### src/rtl/sample_rle_if.sv
// Stream bundle around the run-length compressor: the incoming sample
// stream (s_*) and the outgoing {count, value} word stream (m_*).
// The slave modport is the compressor's view; master is the environment's.
interface sample_rle_if #(
    parameter int size  = 32,
    parameter int cnt_w = 16
) ();
    logic [size-1:0]       s_tdata;
    logic                  s_tvalid;
    logic                  s_tready;
    logic [cnt_w+size-1:0] m_tdata;
    logic                  m_tvalid;
    logic                  m_tready;
    logic                  m_tlast;

    modport slave (
        input  s_tdata, s_tvalid, m_tready,
        output s_tready, m_tdata, m_tvalid, m_tlast
    );

    modport master (
        output s_tdata, s_tvalid, m_tready,
        input  s_tready, m_tdata, m_tvalid, m_tlast
    );
endinterface

### src/rtl/sample_rle.sv
// Run-length compressor for the captured sample stream. Consecutive equal
// samples collapse into one {count, value} word (count in the MSBs); a flush
// request emits the pending run as the last word of a packet.
// Optional build macro: RLE_STATS_EN adds the stat_in/stat_out counters;
// without it both outputs are tied to zero.
module sample_rle #(
    parameter int size  = 32,
    parameter int cnt_w = 16
) (
    input  logic        clk,
    input  logic        reset,
    input  logic        enable,
    input  logic        flush,
    sample_rle_if.slave bus,
    output logic        flush_done,
    output logic [31:0] stat_in,
    output logic [31:0] stat_out
);
    typedef enum logic [1:0] {
        IDLE  = 2'd0,
        RUN   = 2'd1,
        FLUSH = 2'd2
    } state_t;

    localparam logic [cnt_w-1:0] CNT_MAX = '1;
    localparam logic [cnt_w-1:0] CNT_ONE = {{(cnt_w-1){1'b0}}, 1'b1};

    state_t                state_q, state_d;
    logic [size-1:0]       run_val_q, run_val_d;
    logic [cnt_w-1:0]      run_cnt_q, run_cnt_d;
    logic                  run_pend_q, run_pend_d;
    logic                  flush_done_q, flush_done_d;
    logic [cnt_w+size-1:0] m_tdata_q;
    logic                  m_tvalid_q;
    logic                  m_tlast_q, m_tlast_d;
    logic                  load_slot;
    logic                  slot_free;
    logic                  s_ready;
    logic                  accept;
    logic                  merge;

    // A run that has reached the top count must be closed, never wrapped.
    function automatic logic cnt_saturated(input logic [cnt_w-1:0] cnt);
        return cnt == CNT_MAX;
    endfunction

    // Input is taken only when a terminated run could land in the slot and
    // no flush is in progress, so merges also stall behind a blocked slot.
    assign slot_free = !m_tvalid_q || bus.m_tready;
    assign s_ready   = !reset && slot_free && (state_q != FLUSH);
    assign accept    = bus.s_tvalid && s_ready;
    assign merge     = enable && (bus.s_tdata == run_val_q) && !cnt_saturated(run_cnt_q);

    // Next-state, run bookkeeping and slot-load decisions.
    always_comb begin
        state_d      = state_q;
        run_val_d    = run_val_q;
        run_cnt_d    = run_cnt_q;
        run_pend_d   = run_pend_q;
        load_slot    = 1'b0;
        m_tlast_d    = 1'b0;
        flush_done_d = 1'b0;
        unique case (state_q)
            IDLE: begin
                if (accept) begin
                    run_val_d  = bus.s_tdata;
                    run_cnt_d  = CNT_ONE;
                    run_pend_d = 1'b1;
                    state_d    = RUN;
                end
                // A sample arriving with the flush is absorbed first.
                if (flush) begin
                    state_d = FLUSH;
                end
            end
            RUN: begin
                if (accept) begin
                    if (merge) begin
                        run_cnt_d = run_cnt_q + CNT_ONE;
                    end else begin
                        load_slot = 1'b1;
                        run_val_d = bus.s_tdata;
                        run_cnt_d = CNT_ONE;
                    end
                end
                if (flush) begin
                    state_d = FLUSH;
                end
            end
            FLUSH: begin
                // Further flush requests are ignored while one is pending.
                if (!run_pend_q) begin
                    flush_done_d = 1'b1;
                    state_d      = IDLE;
                end else if (slot_free) begin
                    load_slot    = 1'b1;
                    m_tlast_d    = 1'b1;
                    run_pend_d   = 1'b0;
                    flush_done_d = 1'b1;
                    state_d      = IDLE;
                end
            end
            default: begin
                state_d = IDLE;
            end
        endcase
    end

    // Control registers: FSM state, run count/pending flag and flush pulse.
    always_ff @(posedge clk) begin
        if (reset) begin
            state_q      <= IDLE;
            run_cnt_q    <= '0;
            run_pend_q   <= 1'b0;
            flush_done_q <= 1'b0;
        end else begin
            state_q      <= state_d;
            run_cnt_q    <= run_cnt_d;
            run_pend_q   <= run_pend_d;
            flush_done_q <= flush_done_d;
        end
    end

    // Run value is plain data; it is only meaningful while a run is pending.
    always_ff @(posedge clk) begin
        run_val_q <= run_val_d;
    end

    // Output slot: load a closed run, drop valid on handshake, else hold.
    always_ff @(posedge clk) begin
        if (reset) begin
            m_tvalid_q <= 1'b0;
            m_tdata_q  <= '0;
            m_tlast_q  <= 1'b0;
        end else if (load_slot) begin
            m_tvalid_q <= 1'b1;
            m_tdata_q  <= {run_cnt_q, run_val_q};
            m_tlast_q  <= m_tlast_d;
        end else if (bus.m_tready) begin
            m_tvalid_q <= 1'b0;
        end
    end

    assign bus.s_tready = s_ready;
    assign bus.m_tdata  = m_tdata_q;
    assign bus.m_tvalid = m_tvalid_q;
    assign bus.m_tlast  = m_tlast_q;
    assign flush_done   = flush_done_q;

`ifdef RLE_STATS_EN
    logic [31:0] stat_in_q;
    logic [31:0] stat_out_q;

    // Traffic counters: accepted samples and delivered words, wrapping.
    always_ff @(posedge clk) begin
        if (reset) begin
            stat_in_q  <= '0;
            stat_out_q <= '0;
        end else begin
            if (accept) begin
                stat_in_q <= stat_in_q + 32'd1;
            end
            if (m_tvalid_q && bus.m_tready) begin
                stat_out_q <= stat_out_q + 32'd1;
            end
        end
    end

    assign stat_in  = stat_in_q;
    assign stat_out = stat_out_q;
`else
    assign stat_in  = '0;
    assign stat_out = '0;
`endif
endmodule
### src/flat_wrapper.sv
// flat-port wrapper written by rule: the top's interface ports become plain ports
module sample_rle_flat 
#(
    parameter int size  = 32,
    parameter int cnt_w = 16
)
  (clk, reset, enable, flush, flush_done, stat_in, stat_out, bus_s_tdata, bus_s_tvalid, bus_m_tready, bus_s_tready, bus_m_tdata, bus_m_tvalid, bus_m_tlast);
  sample_rle_if #(.size(size), .cnt_w(cnt_w)) bus_i ();
  input  logic clk;
  input  logic reset;
  input  logic enable;
  input  logic flush;
  output logic flush_done;
  output logic [31:0] stat_in;
  output logic [31:0] stat_out;
  input wire logic [$bits(bus_i.s_tdata)-1:0] bus_s_tdata;
  input wire logic [$bits(bus_i.s_tvalid)-1:0] bus_s_tvalid;
  input wire logic [$bits(bus_i.m_tready)-1:0] bus_m_tready;
  output wire logic [$bits(bus_i.s_tready)-1:0] bus_s_tready;
  output wire logic [$bits(bus_i.m_tdata)-1:0] bus_m_tdata;
  output wire logic [$bits(bus_i.m_tvalid)-1:0] bus_m_tvalid;
  output wire logic [$bits(bus_i.m_tlast)-1:0] bus_m_tlast;
  assign bus_i.s_tdata = bus_s_tdata;
  assign bus_i.s_tvalid = bus_s_tvalid;
  assign bus_i.m_tready = bus_m_tready;
  assign bus_s_tready = bus_i.s_tready;
  assign bus_m_tdata = bus_i.m_tdata;
  assign bus_m_tvalid = bus_i.m_tvalid;
  assign bus_m_tlast = bus_i.m_tlast;
  sample_rle #(.size(size), .cnt_w(cnt_w)) u_core (.clk(clk), .reset(reset), .enable(enable), .flush(flush), .bus(bus_i), .flush_done(flush_done), .stat_in(stat_in), .stat_out(stat_out));
endmodule
### config.mk
export PLATFORM = sky130hd
export DESIGN_NAME = sample_rle_flat
export DESIGN_NICKNAME = d
export VERILOG_FILES = /design/src/rtl/sample_rle_if.sv /design/src/rtl/sample_rle.sv /design/src/flat_wrapper.sv
export SDC_FILE = /design/constraint.sdc
export NUM_CORES = 1
export LEC_CHECK = 0
export CORE_MARGIN = 5
export CORE_UTILIZATION = 35
export DETAILED_ROUTE_END_ITERATION = 10
export GPL_TIMING_DRIVEN = 0
export PLACE_DENSITY = 0.65
export SETUP_SLACK_MARGIN = 0.05
export SLEW_MARGIN = 20
export SYNTH_ARGS = -nofsm -noshare
export SYNTH_HDL_FRONTEND = slang
export SYNTH_SLANG_ARGS = --single-unit
### constraint.sdc
create_clock -name clk -period 3 [get_ports clk]
set_input_delay 0.3 -clock clk [delete_from_list [all_inputs] [get_ports clk]]
set_output_delay 0.3 -clock clk [all_outputs]
set_load 0.05 [all_outputs]
==> results of run 1 <==
==> cell usage after synthesis, drive strengths merged (2+ instances only) <==
library cell / n
xnor2: 22
nor2: 9
and4: 3
a211o: 3
nor3: 13
edfxtp: 32
or4: 4
o21ai: 7
inv: 8
o211ai: 49
ha: 4
nand2: 8
xor2: 20
nand2b: 2
nand4: 7
nand3: 61
nor4: 6
a21oi: 57
buf: 81
dfxtp: 70
clkbuf: 19
and3: 4
==> report_power, final <==
part	internal (W)	leakage, nW	switching, W	total (W)
clock	0.000846	0.181	0.000518	0.00136
sequential	0.00147	0.860	0.0000319	0.00150
combinational	0.000181	1.39	0.000366	0.000547
==> layout make-up <==
type | instances | area share
sequential | 102 | 0.349
multi-input combinational | 357 | 0.328
timing repair buffer | 89 | 0.134
buffer | 100 | 0.0968
clock buffer | 14 | 0.0485
tap | 180 | 0.0333
clock inverter | 2 | 0.00574
inverter | 8 | 0.00444
==> worst register-to-register path: cells and delay by family (launching register included) <==
family                 cells  cell delay (ns)
AND/OR/NAND/NOR            3             1.30
AO/OA/AOI/OAI              2             0.42
flip-flops                 1             0.41
buffers and inverters      2             0.33
XOR/XNOR                   1             0.18
==> path summary, 6_finish.rpt <==
path	startpoint	endpoint
worst max-delay path	u_core.run_val_q[17]	u_core.bus.m_tdata[37]
worst min-delay path	u_core.bus.m_tlast	u_core.bus.m_tlast
worst max register to register	u_core.run_val_q[17]	u_core.bus.m_tdata[37]
worst min register to register	u_core.bus.m_tlast	u_core.bus.m_tlast
==> flip-flops by register name, indices dropped and copies added (netlist names) <==
name,cells
u_core.run_cnt_q,16
u_core.bus.m_tlast,1
u_core.bus.m_tdata,48
u_core.state_q,2
u_core.run_val_q,32
u_core.bus.m_tvalid,1
u_core.run_pend_q,1
u_core.flush_done,1
==> what timing repair did <==
action                     4_1_cts  5_1_grt
gates resized for setup          0        3
setup endpoints to repair        0       24
hold buffers                     0        0
hold endpoints to repair         0        0
==> per-layer routing <==
layer | vias up | global-route usage | part of all wire
li1 | 2035 | - | -
met1 | 1949 | 0.204 | 0.42
met2 | 164 | 0.265 | 0.48
met3 | 17 | 0.0470 | 0.079
met4 | 0 | 0.0465 | 0.021
met5 | - | 0 | 0
==> cells in the final DEF, fill, tap and decap left out, drive strengths merged, types with 8 or more instances in the layout <==
cell / count
clkdlybuf4s50: 88
buf: 82
dfxtp: 70
conb: 64
nand3: 61
a21oi: 57
o211ai: 49
clkbuf: 33
edfxtp: 32
xnor2: 22
xor2: 20
nor3: 13
nor2: 9
inv: 8
nand2: 8
==> per-stage QoR <==
stage | power (W) | instances
after floorplan | 0.00193 | 567
after global placement | 0.00206 | 835
after detailed placement | 0.00207 | 836
after CTS | 0.00344 | 852
after global routing | 0.00353 | 852
final | 0.00341 | 852
==> logic make-up after synthesis <==
group                    after synthesis  synth area share
flip-flops                           102             0.472
AO/OA/AOI/OAI                        123             0.154
other                                  1          0.000749
adder cells (fa/ha/maj)                4           0.00999
buffers and inverters                108             0.136
XOR/XNOR                              42            0.0734
AND/OR/NAND/NOR                      124             0.154
==> flow_metrics.tcl, run 1 <==
set metrics [dict create \
    routed_wl_mm 13.8 \
    grt_pass1_wl_mm 21.3 \
    wl_per_cell_microns 16.2 \
    die_x_microns 130 \
    finalHoldViolations 0 \
    drive_above_1_share 0.179 \
    fin_tns_setup_ns 0 \
    syn2layout_area_growth_pct 35.0 \
    pre_cts_ws_ns -0.228 \
    max_stage_delay_ns 0.61 \
    period_needed_ns 2.76 \
    cts_buffer_depth 2 \
    max_freq_mhz 362 \
    final_util 0.485 \
    ioPinCount 154 \
    drv_cap 0 \
    gp_congestion 0.795 \
    ys_seq_elements 102 \
    dr.pass1.iters 4 \
    finClkSkew_ns 0.0124 \
    final.setup.worst_slack_ns 0.240 \
    drc 0 \
    vdd_drop_max_uv 322 \
    final.period_utilization 0.920 \
    synth_flop_cell "dfxtp_1" \
    cp-end-kind "flop" \
    p_per_area_nw_per_um2 505 \
    die_area_sq_um 16800 \
    htreeDepth 3 \
    fp.dieH_microns 130 \
    vias 4165 \
    path_clk_slew_ns 0.07 \
    grt.overflow.total 0 \
    postSynthAreaPerCell_sq_um 9.94 \
    n_fill_cell 1318 \
    timing.hold.ws_ns 0.494 \
    fin_area_sq_um 6760 \
    regArea_sq_um 2360 \
    fp-row-count 43 \
    grt_max_degree 25 \
    slew_viol_final 0 \
    cp_max_fo 10 \
    critical_path.cell_chain "xor2_1 > nor4_1 > o211ai_1 > or4b_4 > buf_6 > buf_6 > nand3_2 > a21oi_1" \
    status "complete, no violations" \
    antenna_found_initial 0 \
    hold_class "flop to flop" \
    cp-start-kind "flop" \
    antenna_cells 0 \
    worst_slew_margin_rel 0.504 \
    synth_area_sq_um 5010 \
    ys_seq_area_frac 0.472 \
    first_iter_violations 328 \
    synth_cells 504 \
    yosysTopAreaCell "dfxtp_1" \
    synth-edff-count 32 \
    route.detailed.vias_per_inst 4.89 \
    synth_top_area_share 0.280 \
    portBuffers 88 \
    rsz0062_at_grt "false" \
    rr_worst_depth 8 \
    arrival_ns 2.97 \
    crit_required_ns 3.21 \
    synthTopCellsByArea "dfxtp_1, edfxtp_1, buf_4, o211ai_1, a21oi_1" \
    worst_slew_pin_slew_ns 0.738 \
    dpl_cell_area_sq_um 6380 \
    async_flop_share 0 \
    final-setup-viol-count 0 \
    ant_nets 0 \
    whs_path_depth 2 \
    start_util 0.359 \
    yosys_warnings 0 \
    cts_buffers 9 \
    p_leak_nw 2.43 \
    place.detailed.hpwl_mm 10.5 \
    grt_pass1_vias 4075 \
    crit_path_frequent_cell "buf_6" \
    groute.usage.overall 0.160 \
    cts_root_buf "clkbuf_16" \
    cp.depth 8 \
    cts_sinks 102 \
    timing_worst_setup_path_type "flop to flop" \
    ff2ff_setup_slack_ns 0.24 \
    critPathBufInv 2 \
    synth_cell_types 43 \
    cpMaxStageDelayCell "or4b_4" \
    crit_family "simple AND/OR/NAND/NOR gates" \
    insertion_delay_ns 0.35 \
    cts_tree "done" \
    multi_input_area_sq_um 2210 \
    fp.coreArea_sq_um 13900 \
    final_nets 709 \
    post_cts_buffers 0 \
]
Power figures use the tool's default switching activity.
==> run 2, diff against run 1 <==
--- a/config.mk
+++ b/config.mk
@@ -7,6 +7,7 @@
 export LEC_CHECK = 0
 export CORE_MARGIN = 5
 export CORE_UTILIZATION = 35
+export CTS_CLUSTER_SIZE = 8
 export DETAILED_ROUTE_END_ITERATION = 10
 export GPL_TIMING_DRIVEN = 0
 export PLACE_DENSITY = 0.65
==> results of run 2 <==
Final layout, timing and power as in run 1 (identical DEF).
==> run 3, diff against run 2 <==
--- a/config.mk
+++ b/config.mk
@@ -5,12 +5,14 @@
 export SDC_FILE = /design/constraint.sdc
 export NUM_CORES = 1
 export LEC_CHECK = 0
+export CAP_MARGIN = 5
+export CELL_PAD_IN_SITES_DETAIL_PLACEMENT = 1
+export CELL_PAD_IN_SITES_GLOBAL_PLACEMENT = 2
 export CORE_MARGIN = 5
-export CORE_UTILIZATION = 35
+export CORE_UTILIZATION = 26
 export CTS_CLUSTER_SIZE = 8
 export DETAILED_ROUTE_END_ITERATION = 10
-export GPL_TIMING_DRIVEN = 0
-export PLACE_DENSITY = 0.65
+export PLACE_DENSITY_LB_ADDON = 0.1
 export SETUP_SLACK_MARGIN = 0.05
 export SLEW_MARGIN = 20
 export SYNTH_ARGS = -nofsm -noshare
==> run 3 against run 2 <==
Effect of this change:
- register-to-register slack improved by 0.21 ns
- worst setup slack improved by 0.21 ns
- via count fell by 7.1%
- clock power fell by 15%
- clock-buffer cell count fell by 3
==> flow_metrics.tcl, run 3 (same netlist as run 1, synthesis figures left out) <==
set metrics [dict create \
    status "complete, no violations" \
    fp-row-count 50 \
    layout_common_cells "clkdlybuf4s50_1, dfxtp_1, conb_1" \
    slew_viol_final 0 \
    grt_pass1_vias 4143 \
    ioPinCount 154 \
    cts_hold_buf 0 \
    grt_max_degree 66 \
    timing_worst_setup_path_type "flop to flop" \
    place.detailed.hpwl_mm 10.4 \
    timing.hold.ws_ns 0.233 \
    critical_path.cell_chain "xnor2_1 > nand4_1 > or4_1 > or4b_4 > buf_12 > nand3_1 > a21oi_1" \
    rsz0062_at_grt "false" \
    arrival_ns 2.74 \
    fin_tns_setup_ns 0 \
    period_needed_ns 2.55 \
    fp.coreArea_sq_um 18800 \
    htreeDepth 3 \
    cpMaxStageDelayCell "or4_1" \
    cts_root_buf "clkbuf_16" \
    dr.pass1.iters 4 \
    cts_tree "done" \
    vias 3869 \
    max_freq_mhz 392 \
    drv_cap 0 \
    hold_class "primary input to flop" \
    routed_wl_mm 14.9 \
    finalHoldViolations 0 \
    worst_slew_margin_rel 0.487 \
    fp.dieH_microns 149 \
    insertion_delay_ns 0.35 \
    first_iter_violations 140 \
    start_util 0.266 \
    route.detailed.vias_per_inst 4.55 \
    drive_above_1_share 0.0983 \
    post_cts_buffers 0 \
    final-setup-viol-count 0 \
    cts_resized 0 \
    final_common_cell "clkdlybuf4s50_1" \
    antenna_cells 0 \
    finClkSkew_ns 0.0103 \
    p_per_area_nw_per_um2 497 \
    antenna_found_initial 0 \
    cp-end-kind "flop" \
    final_nets 627 \
    drc 0 \
    die_area_sq_um 22100 \
    syn2layout_area_growth_pct 26.0 \
    path_clk_slew_ns 0.07 \
    crit_required_ns 3.19 \
    max_stage_delay_ns 0.61 \
    worst_slew_pin_slew_ns 0.769 \
    cp-start-kind "flop" \
    gp_congestion 0.725 \
    cp_max_fo 30 \
    wl_per_cell_microns 17.5 \
    groute.usage.overall 0.135 \
    ant_nets 0 \
    largest_reg_flops 48 \
    cts_buffer_depth 2 \
    die_x_microns 149 \
    cts_buffers 9 \
    grt.overflow.total 0 \
    cts_sinks 102 \
    vdd_drop_max_uv 250 \
    p_leak_nw 2.06 \
    final.period_utilization 0.850 \
    grt_pass1_wl_mm 23.4 \
    portBuffers 89 \
]
==> run 3: cell types whose count changed in the layout (fill, tap and decap cells not counted), moves of 3 or more <==
cell,previous run,this run
buf_1,3,0
buf_12,0,5
buf_2,10,1
buf_4,65,13
buf_6,3,0
clkbuf_1,19,2
clkbuf_16,12,9
==> run 3: power breakdown <==
group	internal [W]	total, W	switching (W)	leakage [nW]
combinational	0.000127	0.000485	0.000358	1.06
clock	0.000642	0.00115	0.000510	0.137
sequential	0.00147	0.00150	0.0000302	0.860
==> run 3: final timing paths <==
path	start	endpoint	slack [ns]	cells after the start
worst min register to register	u_core.bus.m_tlast	u_core.bus.m_tlast	0.49	2
worst max-delay path	u_core.run_val_q[10]	u_core.bus.m_tdata[0]	0.45	7
worst max register to register	u_core.run_val_q[10]	u_core.bus.m_tdata[0]	0.45	7
worst min-delay path	reset	u_core.bus.m_tvalid	0.23	2
==> run 3: through the flow <==
| step | util | total power (W) | std cells | area (sq um) | worst slack (ns) |
|---|---|---|---|---|---|
| after floorplan | - | 0.00193 | 567 | 5250 | 0.0708 |
| after global placement | 0.320 | 0.00201 | 834 | 6020 | 0.147 |
| after detailed placement | 0.320 | 0.00202 | 834 | 6020 | 0.111 |
| after CTS | 0.335 | 0.00318 | 850 | 6310 | 0.419 |
| after global routing | 0.335 | 0.00327 | 850 | 6310 | 0.330 |
| final | 0.335 | 0.00314 | 850 | 6310 | 0.451 |
==> run 3: cell type report <==
class                      count  area (sq um)
multi-input combinational    357          2220
tap                          260           325
clock inverter                 5          51.3
timing repair buffer         107          1080
clock buffer                  11           233
inverter                       8          30.0
sequential                   102          2360
fill                        2126         12500
==> run 3: routing by layer <==
layer	routed length, microns	share of wire	track usage
met1	6970	0.47	0.179
met2	7260	0.49	0.226
met3	478	0.032	0.0213
met4	176	0.012	0.0416
met5	0	0	0
==> run 3: worst max-delay path: cells and delay by family (launching register included) <==
family	cells	cell delay, ns
and+or+nand+nor	4	1.50
xor gates and xnor gates	1	0.20
DFF	1	0.43
buffers and inverters	1	0.19
AOI/OAI and AO/OA	1	0.06
